`src/rtl/fe_fifo_reader_pkg.sv`:
```
// Shared definitions for the front-end capture FIFO reader: entry layout,
// command codes, reader FSM states and per-command byte counts.
package fe_fifo_reader_pkg;

    localparam int ENTRY_W = 18;
    localparam int CMD_MSB = 17;
    localparam int CMD_LSB = 16;

    typedef enum logic [1:0] {
        FE_FIFO_CMD_DATA = 2'b00,
        FE_FIFO_CMD_TIME = 2'b01,
        FE_FIFO_CMD_STAT = 2'b10,
        FE_FIFO_CMD_RSVD = 2'b11
    } fe_cmd_t;

    localparam logic [7:0] RSVD_BYTE = 8'hFF;

    typedef enum logic [1:0] {
        ST_IDLE = 2'd0,
        ST_WAIT = 2'd1,
        ST_EMIT = 2'd2
    } state_t;

    function automatic logic [1:0] byte_total(input logic [1:0] cmd);
        case (cmd)
            FE_FIFO_CMD_DATA: byte_total = 2'd2;
            FE_FIFO_CMD_STAT: byte_total = 2'd2;
            FE_FIFO_CMD_TIME: byte_total = 2'd3;
            default:          byte_total = 2'd1;
        endcase
    endfunction

endpackage

```
`src/rtl/fe_entry_encoder.sv`:
```
// Maps a FIFO entry and byte index onto the output byte, and reports how many
// bytes the entry serializes to.
module fe_entry_encoder
    import fe_fifo_reader_pkg::*;
#(
    parameter int pTIMESTAMP_FULL_WIDTH  = 16,
    parameter int pTIMESTAMP_SHORT_WIDTH = 3
) (
    input  logic [ENTRY_W-1:0] entry,
    input  logic [1:0]         idx,
    output logic [7:0]         byte_out,
    output logic [1:0]         byte_cnt
);

    localparam int HDR_PAD = 6 - pTIMESTAMP_SHORT_WIDTH;

    logic [1:0]                        cmd;
    logic [pTIMESTAMP_FULL_WIDTH-1:0]  payload;
    logic [pTIMESTAMP_SHORT_WIDTH-1:0] ts;
    logic [7:0]                        hdr_short;

    assign cmd       = entry[CMD_MSB:CMD_LSB];
    assign payload   = entry[pTIMESTAMP_FULL_WIDTH-1:0];
    assign ts        = payload[pTIMESTAMP_FULL_WIDTH-1 -: pTIMESTAMP_SHORT_WIDTH];
    // DATA and STAT share a header byte carrying the short timestamp
    assign hdr_short = {cmd, ts, {HDR_PAD{1'b0}}};
    assign byte_cnt  = byte_total(cmd);

    always_comb begin
        byte_out = RSVD_BYTE;
        case (cmd)
            FE_FIFO_CMD_DATA: byte_out = (idx == 2'd0) ? hdr_short : payload[7:0];
            FE_FIFO_CMD_STAT: byte_out = (idx == 2'd0) ? hdr_short : {3'b000, payload[4:0]};
            FE_FIFO_CMD_TIME: begin
                case (idx)
                    2'd0:    byte_out = {cmd, 6'b0};
                    2'd1:    byte_out = payload[pTIMESTAMP_FULL_WIDTH-1 -: 8];
                    default: byte_out = payload[7:0];
                endcase
            end
            default:          byte_out = RSVD_BYTE;
        endcase
    end

endmodule

```
`src/rtl/fe_fifo_reader.sv`:
```
// Drains the front-end capture FIFO and serializes each entry into a
// ready/valid byte stream, counting fully emitted entries.
module fe_fifo_reader
    import fe_fifo_reader_pkg::*;
#(
    parameter int pTIMESTAMP_FULL_WIDTH  = 16,
    parameter int pTIMESTAMP_SHORT_WIDTH = 3,
    parameter int pCOUNT_WIDTH           = 16
) (
    input  logic                    clk_usb,
    input  logic                    reset_n,
    input  logic                    I_enable,
    input  logic                    I_count_clear,
    input  logic                    I_fifo_empty,
    input  logic [17:0]             I_fifo_dout,
    output logic                    O_fifo_rd,
    output logic [7:0]              O_data,
    output logic                    O_valid,
    input  logic                    I_ready,
    output logic [pCOUNT_WIDTH-1:0] O_entry_count,
    output logic                    O_busy
);

    state_t               state, state_nxt;
    logic [ENTRY_W-1:0]   entry_r;
    logic [1:0]           idx_r;
    logic [1:0]           total_r;
    logic [ENTRY_W-1:0]   enc_entry;
    logic [1:0]           enc_idx;
    logic [7:0]           enc_byte;
    logic [1:0]           enc_total;
    logic                 fetch_ok;
    logic                 handshake;
    logic                 last_hs;
    logic                 rd_req;

    assign fetch_ok  = I_enable && !I_fifo_empty;
    assign handshake = (state == ST_EMIT) && O_valid && I_ready;
    assign last_hs   = handshake && (idx_r == total_r - 2'd1);

    // In WAIT the encoder looks at the raw FIFO word so byte 0 is registered
    // on the same edge that captures the entry; in EMIT it looks one byte ahead.
    assign enc_entry = (state == ST_WAIT) ? I_fifo_dout : entry_r;
    assign enc_idx   = (state == ST_WAIT) ? 2'd0 : idx_r + 2'd1;

    fe_entry_encoder #(
        .pTIMESTAMP_FULL_WIDTH  (pTIMESTAMP_FULL_WIDTH),
        .pTIMESTAMP_SHORT_WIDTH (pTIMESTAMP_SHORT_WIDTH)
    ) u_encoder (
        .entry    (enc_entry),
        .idx      (enc_idx),
        .byte_out (enc_byte),
        .byte_cnt (enc_total)
    );

    always_comb begin
        state_nxt = state;
        rd_req    = 1'b0;
        case (state)
            ST_IDLE: begin
                if (fetch_ok) begin
                    rd_req    = 1'b1;
                    state_nxt = ST_WAIT;
                end
            end
            ST_WAIT: state_nxt = ST_EMIT;
            ST_EMIT: begin
                if (last_hs) begin
                    rd_req    = fetch_ok;
                    state_nxt = fetch_ok ? ST_WAIT : ST_IDLE;
                end
            end
            default: state_nxt = ST_IDLE;
        endcase
    end

    // Read strobe is forced low while reset is held so the FIFO never pops
    assign O_fifo_rd = rd_req && reset_n;
    assign O_busy    = (state != ST_IDLE);

    always_ff @(posedge clk_usb or negedge reset_n) begin
        if (!reset_n) state <= ST_IDLE;
        else          state <= state_nxt;
    end

    always_ff @(posedge clk_usb) begin
        if (state == ST_WAIT) entry_r <= I_fifo_dout;
    end

    always_ff @(posedge clk_usb or negedge reset_n) begin
        if (!reset_n) begin
            O_valid <= 1'b0;
            O_data  <= 8'h00;
            idx_r   <= 2'd0;
            total_r <= 2'd0;
        end else begin
            case (state)
                ST_WAIT: begin
                    O_valid <= 1'b1;
                    O_data  <= enc_byte;
                    idx_r   <= 2'd0;
                    total_r <= enc_total;
                end
                ST_EMIT: begin
                    if (last_hs) begin
                        O_valid <= 1'b0;
                    end else if (handshake) begin
                        idx_r  <= idx_r + 2'd1;
                        O_data <= enc_byte;
                    end
                end
                default: ;
            endcase
        end
    end

    always_ff @(posedge clk_usb or negedge reset_n) begin
        if (!reset_n) begin
            O_entry_count <= '0;
        end else if (I_count_clear) begin
            O_entry_count <= '0;
        end else if (last_hs && !(&O_entry_count)) begin
            O_entry_count <= O_entry_count + {{(pCOUNT_WIDTH-1){1'b0}}, 1'b1};
        end
    end

endmodule

```
`config.mk`:
```
export PLATFORM = sky130hd
export DESIGN_NAME = fe_fifo_reader
export DESIGN_NICKNAME = d
export VERILOG_FILES = /design/src/rtl/fe_fifo_reader_pkg.sv /design/src/rtl/fe_entry_encoder.sv /design/src/rtl/fe_fifo_reader.sv
export SDC_FILE = /design/constraint.sdc
export NUM_CORES = 1
export LEC_CHECK = 0
export CAP_MARGIN = 25
export CORE_MARGIN = 4
export CORE_UTILIZATION = 35
export DETAILED_ROUTE_END_ITERATION = 8
export RECOVER_POWER = 50
export SLEW_MARGIN = 20
export SYNTH_ARGS = -nofsm -noshare
export SYNTH_HDL_FRONTEND = slang
export SYNTH_SLANG_ARGS = --single-unit
export TNS_END_PERCENT = 5
```
`constraint.sdc`:
```
create_clock -name clk_usb -period 2.4 [get_ports clk_usb]
set_clock_uncertainty 0.05 [all_clocks]
set_input_delay 0.48 -clock clk_usb [delete_from_list [all_inputs] [get_ports clk_usb]]
set_output_delay 0.48 -clock clk_usb [all_outputs]
set_load 0.03 [all_outputs]
```
==> impl_results.md, run 1 <==
* DRC viols at 0
* Final WL at 6.51 mm
* Sw frac at 0.409
* Mux share of post-synthesis cell area at 0.0510
* Relative slew slack at 0.375
* Cell leakage power at 0.00138 uW
* Final worst-path cycle share at 0.974
* Multi-input gate area at 0.00137 mm^2
* CP Launch Type: flip-flop
* Die Area at 0.00887 mm^2
* Drt first pass iters at 4
* # rows at 31
* Met2 WL at 2.95 mm
* # setup viols final at 0
* Async S/R FF share, synth at 0.633
* Post-synthesis simple-gate area fraction at 0.283
* Count of cell types in the netlist at 51
* Largest family of logic cells by synthesized area: simple AND/OR/NAND/NOR gates
* Post-synthesis sequential area ratio at 0.437
* Global placement routability congestion at 0.817
* WS Path Type: reg -> out
* Setup TNS after final layout at 0 ps
* Worst Hold Class: reg -> reg
* Post-placement worst setup slack at 50.7 ps
* CTS max path bufs at 2
* Worst R2R Path Depth at 5
* GR Util All Layers at 0.157
* Worst-path clk slew at 90 ps
* Peak supply drop at 520 uV
* Final nets at 390
* Minimum clock period after layout at 2340 ps
* Clock latency on the worst-skew pair at 300 ps
* Final instance count without filler cells at 465
* CTS Root Cell: clkbuf_8
* Gr ovfl total at 0
* Adder-Cell Fraction of Synth Area at 0.00481
* DRT met1 WL at 3.11 mm
* Max FO, Critical Path at 4
* CTS buffer count at 5
* Crit path to: O_fifo_rd
* Fin. Hold Viols at 0
* Initial antenna violation count at 0
* Unrepaired setup endpoints after global routing: no
* Ports at 51
* H-tree lvl count at 2
* Synth warn at 0
* Util after Layout at 0.462
* Yosys reg bits at 49
* Net switching power at 1330 uW
* Mapped Cells at 309
* First-pass GRT wire length at 11.1 mm
* Synth Area in Compound Gates at 0.168
* Req. time, crit path at 1870 ps
* Max Cap Viol at 0
* Int Pwr at 1930 uW
* Fillers at 746
* Starting Density at 0.358
* Vias in the first global route at 2,188
* Final Slew Violations at 0
* Fraction of power consumed by combinational cells at 0.448
* Sequential cell area at 0.00114 mm^2
* Largest net degree at the start of global routing at 32
* Register share of total power at 0.407
* Post-route cell area at 0.00335 mm^2
* Reg2Reg Setup Slack at 340 ps
* DR top layer: met4
* Syn_nets at 334
* Vias/cell at 5.18
* Routed via count at 2,408
* Die span in x at 94.2 um
* Cells after DPL at 455
* Final WS setup at 62.8 ps
* ANT cells at 0
* R2R Path End: O_entry_count[14]
* CP startpoint: idx_r[1]
* Synth Area in XOR/XNOR at 0.0140
* Antenna-violating nets left at 0
* Area after DPL at 0.00326 mm^2
* Worst-margin pin slew at 938 ps
* WP data arrival at 1810 ps
* Primary FF master, synth: dfrtp_1
* Synth-to-layout area growth at 28.9%
* Met3 routed WL at 383 um
* Initial DRC Count at 114
* Crit. End Element: primary output
* Number of synthesized flops with an enable pin at 0
* Post-DP HPWL at 4.78 mm
* P per Cell Area at 974 mW/mm^2
* Share of cells above drive strength 1 at 0.107
* Cell Area, Synth at 0.00260 mm^2
* Status: finished clean
* Die height at 94.2 um
* CTS tree: yes
* RR Startpoint: O_entry_count[3]
* Mapped Avg Cell Area at 8.41 um^2
* FMAX at 428 MHz
* Sink Count at 49
* Buffers on Ports at 50
* Clock power frac at 0.145
* CORE AREA at 0.00725 mm^2
* WL per Instance at 14.0 um
[Yosys cell counts, types with 6 or more instances]
cell type	count	area, um^2
dfrtp_1	31	776
inv_1	6	22.5
a21oi_1	23	115
nand3_1	17	85.1
o31ai_1	10	75.1
a31oi_1	7	43.8
nand2_1	79	297
or4_1	8	60.1
nor2_1	15	56.3
nor2b_1	8	50.1
o21ai_0	17	85.1
dfxtp_1	18	360
clkbuf_1	10	37.5
[flip-flops by register name, summed over array words and instances, names as in the netlist]
signal,count
entry_r,18
O_entry_count,16
O_data,8
idx_r,2
state,2
total_r,2
O_valid,1
[cell usage in the layout (no fill, tap or decap), types with 4 or more instances in the layout]
cell	synthesis	layout
nand4_1	4	4
nor2_1	15	15
a31oi_1	7	7
buf_4	1	14
inv_1	6	6
a21oi_1	23	23
nand2_1	79	79
o31ai_1	10	10
mux2i_1	5	5
or4_1	8	8
clkbuf_8	0	5
dfxtp_1	18	18
o21ai_0	17	17
nand3_1	17	17
clkdlybuf4s50_1	0	48
clkbuf_1	10	4
dfrtp_1	31	30
nor2b_1	8	7
[area by class of cell]
class | instances | share of cell area
clock buffers | 8 | 0.0239
inverters | 6 | 0.00672
multi-input cells | 237 | 0.410
flip-flops and latches | 49 | 0.340
well taps | 99 | 0.0370
repair buffers | 66 | 0.183
[timing repair]
item | CTS | global route
gates resized for setup | 0 | 2
hold buffers | 0 | 0
setup buffers | 0 | 2
endpoints found under the setup margin | 0 | 1
[kinds of logic after synthesis]
family / Yosys count
AND/OR/NAND/NOR: 151
AO/OA/AOI/OAI: 71
flip-flops: 49
buffers and inverters: 23
multiplexers: 12
XOR/XNOR: 2
adder cells (fa/ha/maj): 1
[critical path, stage by stage, from the launching register on]
cell and delay, ps:
dfrtp_1 450, xnor2_4 200, mux2_4 240, nand2_4 70, a2111oi_4 330, buf_4 210
[how the worst min path moves through the flow]
| stage | cells after the start | endpoint | from | slack [ps] |
|---|---|---|---|---|
| global route | 2 | entry_r[12] | entry_r[12] | 420 |
| detailed placement | 2 | entry_r[10] | entry_r[10] | 380 |
| global placement | 2 | entry_r[11] | entry_r[11] | 390 |
| CTS | 2 | entry_r[10] | entry_r[10] | 400 |
| finish | 2 | entry_r[10] | entry_r[10] | 400 |
| floorplan | 0 | O_data[0] | reset_n | 130 |
[per-layer routing]
metal,track usage,vias up
met3,0.0313,6
met1,0.226,1126
met2,0.241,74
met4,0.0385,0
li1,-,1202
met5,0,-
[power groups by stage]
| stage | logic [uW] | registers, uW | clock network, uW |
|---|---|---|---|
| finish | 1460 | 1330 | 474 |
| global route | 1630 | 1370 | 533 |
| CTS | 1460 | 1330 | 493 |
| detailed placement | 1450 | 1350 | 0 |
| global placement | 1440 | 1340 | 0 |
| floorplan | 877 | 1420 | 0 |
[metrics by stage]
stage,hold WS (ps),power [uW]
2_1_floorplan,134,2300
3_3_place_gp,387,2780
3_5_place_dp,385,2800
4_1_cts,398,3280
5_1_grt,424,3540
6_report,399,3260
Power figures use the tool's default switching activity.
==> run 2: changes to the inputs <==
GPL_TIMING_DRIVEN = 1   (was unset)
==> results of run 2 <==
Final layout, timing and power as in run 1 (identical DEF).
==> run 3: changes to the inputs <==
clock period = 2.7 ns   (was 2.4 ns; I/O delays follow)
==> run 3 against run 2 <==
  * Setup slack gained 210 ps
  * Sequential power fell by 12%
  * Sequential share of layout area increased by 0.12 points
  * Cell count decreased by 1.3%
  * Sequential cell count did not move
  * Register-to-register slack better by 60 ps
  * Critical path depth stayed put
  * Critical path type is now in -> out
  * Cell area is 0.45% lower
  * Non-clock buffer count fell by 6
  * Clock-buffer cell count fell by 1
  * Highest routed layer unchanged
  * Critical endpoint unchanged
  * Die area unchanged
==> impl_results.md, run 3 (synthesis gave the netlist of run 1 again) <==
* Status: finished clean
* Max Cap Viol at 0
* Hold path depth at 2
* ANT cells at 0
* Sequential cell area at 0.00114 mm^2
* WP data arrival at 1840 ps
* FMAX at 412 MHz
* Die Area at 0.00887 mm^2
* Initial DRC Count at 127
* Slowest CP cell: clkdlybuf4s50_1
* DRC viols at 0
* Hold EP: entry_r[9]
* # setup viols final at 0
* WL per Instance at 14.2 um
* CTS max path bufs at 2
* Initial antenna violation count at 0
* CP cell instances: clkdlybuf4s50_1, and3_1, nand2_4, a2111oi_2, buf_4
* P per Cell Area at 904 mW/mm^2
* Multi-input gate area at 0.00136 mm^2
* Hold Startpoint: entry_r[9]
* Post-CTS Resized at 0
* Setup TNS after final layout at 0 ps
* Worst R2R Path Depth at 6
* Worst Hold Class: reg -> reg
* H-tree lvl count at 2
* Largest net degree at the start of global routing at 32
* Most frequent cells in the layout: nand2_1 (79), clkdlybuf4s50_1 (48), dfrtp_1 (31)
* CORE AREA at 0.00725 mm^2
* Final Slew Violations at 0
* Met3 routed WL at 350 um
* Final WL at 6.54 mm
* First-pass GRT wire length at 11.2 mm
* Largest register FFs at 18
* Die span in x at 94.2 um
* Slowest stage delay, CP at 470 ps
* DRT met1 WL at 3.23 mm
* Max FO, Critical Path at 2
* Worst-path clk slew at 110 ps
* Drt first pass iters at 7
* CP Launch Type: primary input
* Crit. End Element: primary output
* Vias/cell at 5.18
* Worst-margin pin slew at 805 ps
* Clock latency on the worst-skew pair at 310 ps
* Met2 WL at 2.88 mm
* Setup bufs post-CTS at 0
* R2R Path End: O_entry_count[9]
* Synth-to-layout area growth at 28.3%
* GR Util All Layers at 0.157
* Vias in the first global route at 2,239
* Post-CTS Hold Buffers at 0
* Routed via count at 2,377
* CTS Root Cell: clkbuf_8
* Global placement routability congestion at 0.870
* Unrepaired setup endpoints after global routing: no
* RR Startpoint: idx_r[1]
* Largest register by flop count: entry_r
* CTS buffer count at 5
* Peak supply drop at 370 uV
* Die height at 94.2 um
* Gr ovfl total at 0
* WS Path Type: in -> out
* Share of cells above drive strength 1 at 0.0917
* Commonest non-fill, non-tap cell in the layout: nand2_1
* Final nets at 384
* Cell leakage power at 0.00138 uW
* Largest regs: entry_r (18), O_entry_count (16), O_data (8)
* # rows at 31
* Buffers on Ports at 50
* Antenna-violating nets left at 0
* Sink Count at 49
* Fin. Hold Viols at 0
* Post-DP HPWL at 4.78 mm
* Relative slew slack at 0.464
* Reg2Reg Setup Slack at 400 ps
* DR top layer: met4
* Fillers at 747
* Ports at 51
* Minimum clock period after layout at 2430 ps
* Req. time, crit path at 2110 ps
* Starting Density at 0.358
* Final worst-path cycle share at 0.898
* Power Total at 3010 uW
* CTS tree: yes
[run 3: cell types whose count changed in the layout (fill, tap and decap cells not counted), sizes merged]
cell    change
clkbuf      -2
inv         +1
buf         -5
[run 3: per-stage QoR]
step           instance area, um^2  cells  setup WS, ps  utilization  hold slack, ps
6_report                      3330    459           274        0.460             404
5_1_grt                       3330    459           209        0.460             426
4_1_cts                       3340    459           256        0.461             407
3_5_place_dp                  3220    451           265        0.443             390
3_3_place_gp                  3220    451           260        0.443             387
2_1_floorplan                 2610    309           237            -             194
[run 3: critical path: cells and delay by family]
family | cells | cell delay [ps]
buffers and inverters | 2 | 680
and+or+nand+nor | 2 | 270
AOI/OAI and AO/OA | 1 | 340
[run 3: layout make-up]
cell class | instances | area share
clock buffers | 7 | 0.0356
flip-flops and latches | 49 | 0.341
well taps | 99 | 0.0371
multi-input cells | 237 | 0.407
clock inverters | 1 | 0.00263
inverters | 6 | 0.00675
repair buffers | 60 | 0.170
[run 3: power by group]
| part | switching [uW] | internal [uW] |
|---|---|---|
| clock | 273 | 299 |
| combinational | 742 | 532 |
| sequential | 194 | 974 |
| total | 1210 | 1810 |
[run 3: how the worst max path moves through the flow]
stage | start | end | slack, ps | cells after the start
5_1_grt | state[0] | O_fifo_rd | 210 | 5
3_3_place_gp | I_ready | O_fifo_rd | 260 | 5
3_5_place_dp | I_ready | O_fifo_rd | 270 | 5
4_1_cts | I_ready | O_fifo_rd | 260 | 5
2_1_floorplan | state[0] | O_fifo_rd | 240 | 6
6_report | I_ready | O_fifo_rd | 270 | 5
[run 3: metal layers]
layer / vias up / track usage
met5: - / 0
met4: 0 / 0.0457
met3: 6 / 0.0304
met2: 61 / 0.229
met1: 1120 / 0.233
li1: 1190 / -
